<file path="src/rtl/delay_sequencer.sv">
// delay_sequencer
//   Issues a fixed four-step command table. After each step strobe it enables
//   an external down-counter timer (delay_run) and waits for its completion
//   flag. Then it holds the timer in reload for a minimum release window
//   before it moves to the next step. If a wait runs past TIMEOUT cycles the
//   sequence is aborted with a sticky fault.
//
// Ports
//   clk          single clock, all state on posedge
//   rst_n        asynchronous active-low reset
//   start        run request, honoured only while idle
//   delay_done   timer completion flag (asynchronous, synchronized here)
//   delay_run    timer enable; low forces the timer to reload (registered)
//   step_strobe  one-cycle pulse qualifying step_data
//   step_data    command byte of the current step, held between strobes
//   step_index   current step 0..3
//   busy         sequencer not idle
//   seq_done     one-cycle pulse after the last step's release
//   fault        sticky timeout flag, cleared by reset or an accepted start
module delay_sequencer #(
  parameter int TIMEOUT     = 200000,
  parameter int RELEASE_MIN = 4
) (
  input  logic       clk,
  input  logic       rst_n,
  input  logic       start,
  input  logic       delay_done,
  output logic       delay_run,
  output logic       step_strobe,
  output logic [7:0] step_data,
  output logic [1:0] step_index,
  output logic       busy,
  output logic       seq_done,
  output logic       fault
);

  // One counter serves both the wait timeout and the release window. The two
  // phases never overlap.
  localparam int CNT_MAX = (TIMEOUT > RELEASE_MIN) ? TIMEOUT : RELEASE_MIN;
  localparam int CW      = $clog2(CNT_MAX + 1);
  localparam logic [CW-1:0] CNT_SAT  = CW'(CNT_MAX);
  localparam logic [CW-1:0] TO_LAST  = CW'(TIMEOUT - 1);
  localparam logic [CW-1:0] REL_LAST = CW'(RELEASE_MIN - 1);

  typedef enum logic [2:0] {IDLE, ISSUE, ARM, WAIT, RELEASE, FINISH, FAULT} state_t;

  state_t        state, nextState;
  logic          doneMeta, doneS;
  logic [CW-1:0] cnt;
  logic [1:0]    idxNext;
  logic          cntClr, cntInc, faultSet, faultClr;

  function automatic logic [7:0] stepCmd(input logic [1:0] idx);
    case (idx)
      2'd0:    stepCmd = 8'h38;
      2'd1:    stepCmd = 8'h0C;
      2'd2:    stepCmd = 8'h06;
      default: stepCmd = 8'h01;
    endcase
  endfunction

  // Two-flop synchronizer for the timer completion flag
  always_ff @(posedge clk or negedge rst_n) begin
    if (!rst_n) begin
      doneMeta <= 1'b0;
      doneS    <= 1'b0;
    end else begin
      doneMeta <= delay_done;
      doneS    <= doneMeta;
    end
  end

  always_ff @(posedge clk or negedge rst_n) begin
    if (!rst_n) state <= IDLE;
    else        state <= nextState;
  end

  always_comb begin
    nextState = state;
    idxNext   = step_index;
    cntClr    = 1'b0;
    cntInc    = 1'b0;
    faultSet  = 1'b0;
    faultClr  = 1'b0;
    case (state)
      IDLE: if (start) begin
        nextState = ISSUE;
        idxNext   = 2'd0;
        cntClr    = 1'b1;
        faultClr  = 1'b1;
      end
      ISSUE: nextState = ARM;
      ARM: begin
        nextState = WAIT;
        cntClr    = 1'b1;
      end
      WAIT: begin
        cntInc = 1'b1;
        // Completion has priority over a coinciding timeout. The exit to
        // FAULT happens on the edge at which the count would reach TIMEOUT.
        if (doneS) begin
          nextState = RELEASE;
          cntClr    = 1'b1;
        end else if (cnt >= TO_LAST) begin
          nextState = FAULT;
          faultSet  = 1'b1;
        end
      end
      RELEASE: begin
        cntInc = 1'b1;
        // Hold for at least RELEASE_MIN cycles and until the timer flag has
        // cleared. A sticky flag would otherwise end the next wait at once.
        if ((cnt >= REL_LAST) && !doneS) begin
          if (step_index == 2'd3) begin
            nextState = FINISH;
          end else begin
            nextState = ISSUE;
            idxNext   = step_index + 2'd1;
          end
        end
      end
      FINISH:  nextState = IDLE;
      FAULT:   nextState = IDLE;
      default: nextState = IDLE;
    endcase
  end

  always_ff @(posedge clk or negedge rst_n) begin
    if (!rst_n) begin
      cnt        <= '0;
      step_index <= 2'd0;
      step_data  <= 8'h00;
      delay_run  <= 1'b0;
      fault      <= 1'b0;
    end else begin
      if (cntClr)                        cnt <= '0;
      else if (cntInc && cnt != CNT_SAT) cnt <= cnt + CW'(1);
      step_index <= idxNext;
      if (nextState == ISSUE) step_data <= stepCmd(idxNext);
      // Registered from the next state, so it is high exactly in ARM and WAIT.
      delay_run <= (nextState == ARM) || (nextState == WAIT);
      if (faultClr)      fault <= 1'b0;
      else if (faultSet) fault <= 1'b1;
    end
  end

  assign step_strobe = (state == ISSUE);
  assign busy        = (state != IDLE);
  assign seq_done    = (state == FINISH);

endmodule
</file>
<file path="config.mk">
export PLATFORM = sky130hd
export DESIGN_NAME = delay_sequencer
export DESIGN_NICKNAME = d
export VERILOG_FILES = /design/src/rtl/delay_sequencer.sv
export SDC_FILE = /design/constraint.sdc
export NUM_CORES = 1
export LEC_CHECK = 0
export ABC_AREA = 1
export ABC_CLOCK_PERIOD_IN_PS = 3400
export BUFFER_PORTS_ARGS = -buffer_cell sky130_fd_sc_hd__buf_4
export CAP_MARGIN = 40
export CELL_PAD_IN_SITES_DETAIL_PLACEMENT = 0
export CELL_PAD_IN_SITES_GLOBAL_PLACEMENT = 1
export CORE_MARGIN = 5
export CORE_UTILIZATION = 25
export DETAILED_ROUTE_END_ITERATION = 8
export HOLD_SLACK_MARGIN = 0.06
export PLACE_DENSITY = 0.59
export SLEW_MARGIN = 0
export SYNTH_ARGS = -nofsm -noshare
export SYNTH_HDL_FRONTEND = slang
export SYNTH_SLANG_ARGS = --single-unit
</file>
<file path="constraint.sdc">
create_clock -name clk -period 3.4 [get_ports clk]
set_clock_uncertainty 0.2 [all_clocks]
set_input_delay 0 -clock clk [delete_from_list [all_inputs] [get_ports clk]]
set_output_delay 0 -clock clk [all_outputs]
set_load 0.1 [all_outputs]
</file>
==> run_results.csv <==
group,metric,value,unit
yosys,syn_area,2040,um^2
die,start_util,0.252,
flow_run,max_cap_violations,0,
clocking,tritoncts.num_buffers,5,
min_path,hold_path_startpoint,"doneMeta",
timing,final.min_clock_period,2410,ps
die,coreArea,8090,um^2
finish,drive_gt1_frac,0.155,
min_path,min_delay_path_depth,0,
yosys,synth_warnings,0,
global_routing,pin_count_of_the_biggest_net_entering_global_routing,33,
clocking,worst_setup_hold_path_clk_slew,70,ps
min_path,path_category_of_the_worst_min_delay_check,"reg2reg",
global_routing,globalRouteOverflowTotal,0,
setup_path,worst-path-max-fanout,5,
yosys,post_synth_top_area_share,0.393,
setup_path,cp_data_required_time,3370,ps
drt,post_detailed_routing_wire_length,5.27,mm
yosys,synth_seq_cells,32,
drt,route.detailed.vias_per_inst,4.46,
clocking,buffer_type_at_the_clock_tree_root,"sky130_fd_sc_hd__clkbuf_8",
clocking,cts_max_path_buffers,2,
place,gp_routability_congestion,0.769,
drt,detail_route.wl_per_cell,12.9,um
global_routing,gr-usage-all-layers,0.113,
place,port_buffers,16,
timing,hold_viol_final,0,
drt,drt_pre_antenna_iters,4,
clocking,cts_hold_buf,5,
timing,rsz0062_at_grt,"no",
clocking,clock_tree.htree_level_count,2,
setup_path,worstSetupEndpointType,"flop",
outcome,run_status,"finished clean",
yosys,synth_top_area_cell,"sky130_fd_sc_hd__dfrtp_1",
clocking,clock-sinks,32,
setup_path,worstReg2RegStart,"cnt[0]",
clocking,clock_latency,280,ps
global_routing,grt_first_pass_wirelength,9.09,mm
setup_path,reg2reg_depth,14,
yosys,syn-instance-count,279,
global_routing,grt_antenna_before_repair,0,
clocking,post_cts.resized_instances,0,
yosys,synth_sequential_area_ratio,0.393,
finish,area_growth_syn_to_layout,17.5,%
setup_path,crit_chain,"ha_1 > nor2_1 > nand2_1 > nor2_1 > nand3_1 > nand3_1 > inv_1 > o22ai_1 > inv_1 > ha_1 > nor2_1 > nor2_1 > nand2_1 > nand2_1",
setup_path,crit-reg2reg-capture,"step_data[3]",
die,floorplan.die.height,100,um
timing,post-route-worst-setup-slack,991,ps
place,place_hpwl,3.84,mm
die,die_w,100,um
finish,nets,312,
yosys,top_cells_by_area_in_the_synthesized_netlist,"sky130_fd_sc_hd__dfrtp_1 39%, sky130_fd_sc_hd__nand2_1 12%, sky130_fd_sc_hd__nand3_1 7.4%, sky130_fd_sc_hd__inv_1 7.0%, sky130_fd_sc_hd__nor2_1 5.5%",
drt,drcViolationCount,0,
drt,route.vias.total,1819,
pwr,peakVddDrop,604,uV
finish,antenna_cells,0,
yosys,post_synth.cell_area_avg,7.31,um^2
global_routing,grt_pass1_vias,1887,
setup_path,critical-path-top-cell-by-count,"sky130_fd_sc_hd__nor2_1",
clocking,cts_setup_buffers,0,
setup_path,critical-path-max-stage-delay,430,ps
timing,fmax,415,MHz
setup_path,timing_worst_setup_path_type,"reg2reg",
drt,antenna_violating_nets_post_route,0,
timing,finalSetupViolations,0,
timing,setup_total_negative_slack,0,ps
pwr,leakage_power_figure,1.22,nW
die,die_area,10100,um^2
setup_path,crit_path_start_kind,"flop",
clocking,cts_tree,"built",
yosys,yosys.cell_types.count,27,
setup_path,timing.critical_path.slowest_stage_cell,"sky130_fd_sc_hd__dfrtp_1",
timing,final_min_period_over_clock_period,0.708,
timing,maxSlewViolCount,0,
setup_path,critical_path_arrival,2380,ps
min_path,hold_end,"doneS",
place,pre_cts_setup_slack,978,ps
drt,dr.first_iter.drc_count,68,
die,num_rows,33,
pwr,power.density,696,nW/um^2
die,io-pin-count,19,
setup_path,worst_r2r_setup_slack,990,ps
==> state kept, by name (all words and copies together) (netlist names) <==
register / cells
state: 3
doneS: 1
delay_run: 1
fault: 1
step_data: 5
doneMeta: 1
step_index: 2
cnt: 18
==> area by class of cell <==
cell class / count / area [um^2]
tap: 105 / 131
inverter: 43 / 164
clock buffer: 8 / 90.1
timing repair buffer: 21 / 180
fill: 926 / 5700
sequential: 32 / 801
multi-input combinational: 199 / 1030
==> report_power, final <==
| part | switching, mW | internal, mW | total, mW |
|---|---|---|---|
| Combinational | 0.719 | 0.167 | 0.886 |
| Sequential | 0.0390 | 0.428 | 0.467 |
| Clock | 0.149 | 0.165 | 0.315 |
| Total | 0.907 | 0.761 | 1.67 |
==> synth_stat cells <==
cell / count
sky130_fd_sc_hd__inv_2: 4
sky130_fd_sc_hd__o21ai_2: 8
sky130_fd_sc_hd__a21oi_1: 1
sky130_fd_sc_hd__conb_1: 1
sky130_fd_sc_hd__buf_4: 4
sky130_fd_sc_hd__nand2_2: 3
sky130_fd_sc_hd__dfrtp_1: 32
sky130_fd_sc_hd__nand3_2: 1
sky130_fd_sc_hd__o21ai_0: 13
sky130_fd_sc_hd__nand2_1: 67
sky130_fd_sc_hd__nor3_1: 13
sky130_fd_sc_hd__nand3_1: 30
sky130_fd_sc_hd__o21ai_1: 2
sky130_fd_sc_hd__buf_6: 2
sky130_fd_sc_hd__nor3_2: 1
sky130_fd_sc_hd__nand2_4: 2
sky130_fd_sc_hd__a31o_2: 1
sky130_fd_sc_hd__inv_1: 38
sky130_fd_sc_hd__nor2_1: 30
sky130_fd_sc_hd__o22ai_1: 1
sky130_fd_sc_hd__inv_4: 1
sky130_fd_sc_hd__nor2_2: 1
sky130_fd_sc_hd__ha_1: 6
sky130_fd_sc_hd__nand4_1: 7
sky130_fd_sc_hd__xor2_1: 8
sky130_fd_sc_hd__a31oi_1: 1
sky130_fd_sc_hd__nor2_4: 1
==> how the worst max path moves through the flow <==
stage,start,endpoint,slack [ps],cells after the start
2_1_floorplan,state[1],seq_done,690,1
3_3_place_gp,cnt[0],step_data[3],1030,14
3_5_place_dp,cnt[0],step_data[3],980,14
4_1_cts,cnt[0],step_data[3],960,14
5_1_grt,cnt[0],step_data[3],740,14
6_report,cnt[0],step_data[3],990,14
==> metal layers <==
metal	vias to the layer above	track usage	routed length [um]
met5	-	0	0
met4	0	0.0280	35
met3	4	0.0236	203
met2	38	0.176	2380
met1	843	0.159	2650
li1	934	-	-
==> worst max-delay path, delay by kind of cell, from the launching register on <==
family | cells | cell delay [ps]
compound gates | 1 | 240
fa+ha+maj | 2 | 500
buf+inv | 2 | 180
flops | 1 | 430
simple gates | 9 | 750
==> stage by stage <==
stage | hold slack, ps | util | area [um^2] | cells | total power, mW
6_report | 149 | 0.296 | 2400 | 408 | 1.67
5_1_grt | 157 | 0.296 | 2400 | 408 | 1.78
4_1_cts | 152 | 0.296 | 2400 | 408 | 1.69
3_5_place_dp | -215 | 0.278 | 2250 | 395 | 1.36
3_3_place_gp | -211 | 0.278 | 2250 | 395 | 1.38
2_1_floorplan | -496 | - | 2050 | 280 | 1.21
==> layout by cell type (no fill, tap or decap) <==
cell type and count:
sky130_fd_sc_hd__nor2_1 30, sky130_fd_sc_hd__clkbuf_1 2, sky130_fd_sc_hd__dlygate4sd3_1 4, sky130_fd_sc_hd__nand2_4 2, sky130_fd_sc_hd__inv_1 38, sky130_fd_sc_hd__dfrtp_1 32
sky130_fd_sc_hd__nor3_2 2, sky130_fd_sc_hd__a31oi_1 1, sky130_fd_sc_hd__nand3_2 1, sky130_fd_sc_hd__nand2_2 3, sky130_fd_sc_hd__inv_2 4, sky130_fd_sc_hd__nor2_2 1
sky130_fd_sc_hd__clkbuf_8 6, sky130_fd_sc_hd__buf_12 1, sky130_fd_sc_hd__a31o_2 1, sky130_fd_sc_hd__nand4_1 7, sky130_fd_sc_hd__xor2_1 8, sky130_fd_sc_hd__nand3_1 30
sky130_fd_sc_hd__o22ai_1 1, sky130_fd_sc_hd__nand2_1 67, sky130_fd_sc_hd__o21ai_2 8, sky130_fd_sc_hd__nor2_4 1, sky130_fd_sc_hd__inv_4 1, sky130_fd_sc_hd__a21oi_1 1
sky130_fd_sc_hd__o21ai_0 13, sky130_fd_sc_hd__nor3_1 12, sky130_fd_sc_hd__o21ai_1 2, sky130_fd_sc_hd__conb_1 2, sky130_fd_sc_hd__buf_4 16, sky130_fd_sc_hd__ha_1 6
==> logic make-up (layout without fill, tap and decap cells) <==
kind of cell,Yosys count,after routing,share of synthesized area
simple gates,156,156,0.344
compound gates,27,27,0.0841
buf+inv,49,72,0.106
xor+xnor,8,8,0.0344
flops,32,32,0.393
other cells,1,2,0.00184
fa+ha+maj,6,6,0.0368
Power figures use the tool's default switching activity.
